$ cat config.mk
export PLATFORM = sky130hd
export DESIGN_NAME = axi_pack_index_unpack
export DESIGN_NICKNAME = d
export VERILOG_FILES = /design/src/rtl/axi_pack_index_unpack.sv
export SDC_FILE = /design/constraint.sdc
export NUM_CORES = 1
export LEC_CHECK = 0
export ABC_AREA = 1
export CAP_MARGIN = 20
export CORE_MARGIN = 2
export CORE_UTILIZATION = 60
export DETAILED_ROUTE_END_ITERATION = 6
export PLACE_DENSITY = 0.88
export SLEW_MARGIN = 20
export SYNTH_ARGS = -nofsm -noshare
export SYNTH_HDL_FRONTEND = slang
export SYNTH_SLANG_ARGS = --single-unit
$ cat constraint.sdc
create_clock -name clk_i -period 6.51 [get_ports clk_i]
set_input_delay 0.651 -clock clk_i [delete_from_list [all_inputs] [get_ports clk_i]]
set_output_delay 0.651 -clock clk_i [all_outputs]
set_load 0.05 [all_outputs]
$ cat src/rtl/axi_pack_index_unpack.sv
// Turns a stream of packed index beats (AXI R) into element addresses
// base + (index << elem_size), one address per cycle.
module axi_pack_index_unpack #(
  parameter int unsigned AddrWidth  = 48,
  parameter int unsigned DataWidth  = 64,
  parameter int unsigned AxiIdWidth = 4,
  parameter logic [AxiIdWidth-1:0] IndexId = '1,
  localparam int unsigned OffW = $clog2(DataWidth/8)
) (
  input  logic                  clk_i,
  input  logic                  rst_i,
  input  logic                  cfg_valid_i,
  output logic                  cfg_ready_o,
  input  logic [AddrWidth-1:0]  cfg_base_i,
  input  logic [1:0]            cfg_idx_size_i,
  input  logic [2:0]            cfg_elem_size_i,
  input  logic [15:0]           cfg_num_i,
  input  logic [OffW-1:0]       cfg_offset_i,
  input  logic                  r_valid_i,
  output logic                  r_ready_o,
  input  logic [DataWidth-1:0]  r_data_i,
  input  logic [AxiIdWidth-1:0] r_id_i,
  input  logic                  r_last_i,
  output logic                  addr_valid_o,
  input  logic                  addr_ready_i,
  output logic [AddrWidth-1:0]  addr_o,
  output logic                  addr_last_o,
  output logic                  busy_o,
  output logic                  err_o
);

  localparam int unsigned SW = OffW + 1;

  typedef enum logic [1:0] {IDLE, RUN, DRAIN} state_e;
  state_e state_q, state_d;

  logic [AddrWidth-1:0] base_q;
  logic [1:0]           idx_size_q;
  logic [2:0]           elem_size_q;
  logic [15:0]          remaining_q;
  logic [OffW-1:0]      lane_q;
  logic                 buf_valid_q, buf_last_q;
  logic [DataWidth-1:0] buf_data_q;
  logic                 err_q;

  logic                 cfg_hs, r_hs, a_hs;
  logic [SW-1:0]        lane_nxt;
  logic                 final_lane, early_last;
  logic [DataWidth-1:0] lane_data;
  logic [63:0]          idx64;
  logic [AddrWidth-1:0] idx_addr;

  // Carry out of the lane pointer marks the last index of the beat.
  assign lane_nxt   = {1'b0, lane_q} + (SW'(1) << idx_size_q);
  assign final_lane = lane_nxt[OffW];
  assign lane_data  = buf_data_q >> {lane_q, 3'b000};

  always_comb begin
    idx64 = '0;
    case (idx_size_q)
      2'd0:    idx64 = 64'(lane_data[7:0]);
      2'd1:    idx64 = 64'(lane_data[15:0]);
      2'd2:    idx64 = 64'(lane_data[31:0]);
      default: idx64 = lane_data[63:0];
    endcase
  end

  assign idx_addr    = AddrWidth'(idx64);
  assign addr_o      = base_q + (idx_addr << elem_size_q);
  assign addr_last_o = (remaining_q == '0) | (final_lane & buf_last_q);
  assign early_last  = final_lane & buf_last_q & (remaining_q != '0);

  assign cfg_hs = cfg_valid_i & cfg_ready_o;
  assign r_hs   = r_valid_i & r_ready_o;
  assign a_hs   = addr_valid_o & addr_ready_i;
  assign busy_o = (state_q != IDLE);
  assign err_o  = err_q;

  always_ff @(posedge clk_i) begin
    if (rst_i) state_q <= IDLE;
    else       state_q <= state_d;
  end

  always_comb begin
    state_d      = state_q;
    cfg_ready_o  = 1'b0;
    r_ready_o    = 1'b0;
    addr_valid_o = 1'b0;
    case (state_q)
      IDLE: begin
        cfg_ready_o = 1'b1;
        if (cfg_valid_i) state_d = RUN;
      end
      RUN: begin
        addr_valid_o = buf_valid_q;
        r_ready_o    = ~buf_valid_q | (addr_valid_o & addr_ready_i & final_lane);
        if (a_hs && addr_last_o) begin
          // A beat taken on the closing handshake is surplus; its last ends the burst.
          if (buf_last_q || (r_hs && r_last_i)) state_d = IDLE;
          else                                  state_d = DRAIN;
        end
      end
      DRAIN: begin
        r_ready_o = 1'b1;
        if (r_valid_i && r_last_i) state_d = IDLE;
      end
      default: state_d = IDLE;
    endcase
  end

  always_ff @(posedge clk_i) begin
    if (rst_i) begin
      base_q      <= '0;
      idx_size_q  <= '0;
      elem_size_q <= '0;
      remaining_q <= '0;
      lane_q      <= '0;
      buf_valid_q <= 1'b0;
      buf_last_q  <= 1'b0;
      buf_data_q  <= '0;
      err_q       <= 1'b0;
    end else begin
      if (cfg_hs) begin
        base_q      <= cfg_base_i;
        idx_size_q  <= cfg_idx_size_i;
        elem_size_q <= cfg_elem_size_i;
        remaining_q <= cfg_num_i;
        lane_q      <= cfg_offset_i;
        buf_valid_q <= 1'b0;
        err_q       <= 1'b0;
      end
      if (r_hs && r_id_i != IndexId) err_q <= 1'b1;
      if (state_q == RUN) begin
        if (a_hs) begin
          if (remaining_q != '0) remaining_q <= remaining_q - 16'd1;
          lane_q <= final_lane ? '0 : lane_nxt[OffW-1:0];
          if (final_lane || addr_last_o) buf_valid_q <= 1'b0;
          if (early_last) err_q <= 1'b1;
        end
        if (r_hs && !(a_hs && addr_last_o)) begin
          buf_valid_q <= 1'b1;
          buf_data_q  <= r_data_i;
          buf_last_q  <= r_last_i;
        end
      end
    end
  end

endmodule
==> reports/metrics.csv <==
metric;value;unit
async_reset_ff_frac;0;
antenna_found_initial;0;
via_count;15963;
postCtsSetupRepairBufs;0;
wl_per_cell;17.5;µm
drc;0;
crit_required;5860;ps
root_buffer;clkbuf_16;
start_kind;flop;
path_clk_slew;70;ps
power_frac_comb;0.663;
r2r_start;lane_q[0];
portBuffers;199;
status;complete, no violations;
cts_tree;built;
ys_warn_count;0;
worstHoldStart;buf_data_q[17];
grt_pass1_vias;14687;
holdPathEnd;buf_data_q[17];
hold_violations;0;
firstDrtPassIters;7;
relSlewSlack;0.449;
crit_fanout;38;
clock_sinks;141;
final_cell_mix;nand2_1 (579), nor2_1 (371), nand3_1 (224);
pwr-share-seq;0.176;
setup.worst_path.end_class;output port;
io_pins;200;
nets;2573;
final_common_cell;nand2_1;
instances_no_fill;2654;
die_y;151;µm
drive_gt1_frac;0.0340;
htree_num_levels;4;
hp-class;reg2reg;
grt_max_degree;70;
wirelength;46300;µm
leakage;6.97;nW
worst_pin_slew;825;ps
grt_usage;0.405;
ys_ff_latch;141;
drt.antenna.violating_nets;0;
start_util;0.616;
min_period_over_period;0.924;
ys.flop_type;dfxtp_1;
timing.rr.end;buf_last_q;
syn2layout_area_growth;18.5;%
syn_area_per_cell;5.77;µm²
arrival;5370;ps
die_x;151;µm
drt_iter0_markers;1911;
power.net_switching;0.00354;W
syn_area;13000;µm²
viasPerCell;6.01;
setup_tns;0;ps
rows;53;
fp.dieArea;22900;µm²
gp_congestion;1.07;
ys_types;44;
synth_edf_count;0;
yosysSeqAreaShare;0.217;
synth.net_count;2465;
setup_viol;0;
skew;15.0;ps
intPower;0.00288;W
worstSetupPathType;reg2out;
swShare;0.551;
slew_viol_final;0;
clockBufferDepth;2;
finish.utilization;0.730;
grt-ovfl-total;0;
max_cap_violations;0;
core_area;21200;µm²
rsz0062_at_grt;false;
fmax;166;MHz
power.density;416;nW/µm²
fillers;1753;
max-vdd-ir-drop;394;µV
antenna_cells;0;
reg2reg_depth;13;
grt_pass1_wl;73500;µm
fin_crit;6020;ps
cts_buffers;17;
insertion_delay;440;ps
synthCells;2259;
hold_depth;2;
clock_power_share;0.162;
reg2reg_slack;3560;ps
place_inst;2623;
hpwl;36100;µm
[critical path, cell delays in order (launching register included)]
cell and delay, ps:
dfxtp_4 550, buf_4 400, or2_1 160, o21ai_1 100
nand2_1 80, o21ai_1 150, o21ai_1 310, nand2_1 120
nor3_1 190, ha_1 370, fa_1 360, nand3_1 110
nand2_1 210, nand2_1 80, o211ai_1 180, nand2_1 90
nand2_1 200, nand2_1 70, nand2_1 100, nand2_1 110
nand2_1 90, nand2_1 50, nand2_1 50, clkdlybuf4s50_1 790
[cell type report]
class | count | area [µm²] | area share
Multi-Input combinational cell | 1791 | 8800 | 0.570
Sequential cell | 141 | 2830 | 0.183
Timing Repair Buffer | 216 | 2110 | 0.137
Inverter | 200 | 754 | 0.0489
Clock buffer | 17 | 425 | 0.0276
Tap cell | 275 | 344 | 0.0223
Clock inverter | 14 | 175 | 0.0113
[sequential cells by signal, summed over array words and instances (netlist names)]
name         count
buf_data_q      64
base_q          48
remaining_q     16
elem_size_q      3
lane_q           3
idx_size_q       2
state_q          2
buf_last_q       1
buf_valid_q      1
err_o            1
[synthesized netlist by cell type, types with 18 or more instances]
master	count	area, µm²
a21oi_1	97	485
a31oi_1	21	131
buf_1	21	78.8
buf_2	23	115
buf_6	18	203
clkbuf_1	56	210
dfxtp_1	141	2820
ha_1	58	726
inv_1	191	717
nand2_1	580	2180
nand3_1	224	1120
nand4_1	93	582
nor2_1	371	1390
o211ai_1	34	255
o21ai_0	163	816
o21ai_1	26	130
xor2_1	29	254
[timing repair]
action | CTS | global route
hold buffers | 0 | 0
resized for setup | 0 | 1
setup endpoints to repair | 0 | 1
[worst max path at each step]
stage / start / endpoint / slack, ps / depth (start not counted)
finish: lane_q[0] / addr_o[32] / 490 / 23
global route: lane_q[0] / addr_o[32] / 180 / 23
CTS: lane_q[0] / addr_o[32] / 490 / 23
detailed placement: lane_q[0] / addr_o[32] / 950 / 23
global placement: lane_q[0] / addr_o[32] / 940 / 23
floorplan: lane_q[0] / addr_o[16] / 2500 / 20
[metal layers]
layer / global-route usage / vias to the layer above / wire, µm
li1: - / 7678 / -
met1: 0.504 / 7200 / 18200
met2: 0.686 / 928 / 21600
met3: 0.0714 / 157 / 4500
met4: 0.177 / 0 / 2000
met5: 0 / - / 0
[cells by family after synthesis]
family / share of synthesized area
AND/OR/NAND/NOR: 0.431
AO/OA/AOI/OAI: 0.156
buffers and inverters: 0.110
flip-flops: 0.217
adder cells (fa/ha/maj): 0.0588
XOR/XNOR: 0.0269
multiplexers: 0.00154
[power groups by stage]
stage                     registers (W)  logic (W)  clock network (W)
final                           0.00113    0.00426            0.00104
after global routing            0.00114    0.00458            0.00107
after CTS                       0.00112    0.00419            0.00103
after detailed placement        0.00114    0.00416                  0
after global placement          0.00114    0.00411                  0
after floorplan                 0.00108    0.00300                  0
[metrics by stage]
step           area, µm²  hold WS [ps]  setup WS [ps]  power, W
6_report           15400           489            493   0.00643
5_1_grt            15400           519            184   0.00679
4_1_cts            15400           491            491   0.00634
3_5_place_dp       14800           476            951   0.00530
3_3_place_gp       14800           467            941   0.00525
2_1_floorplan      13000           447           2500   0.00408
Note: power is estimated with default switching activity, not from simulation.
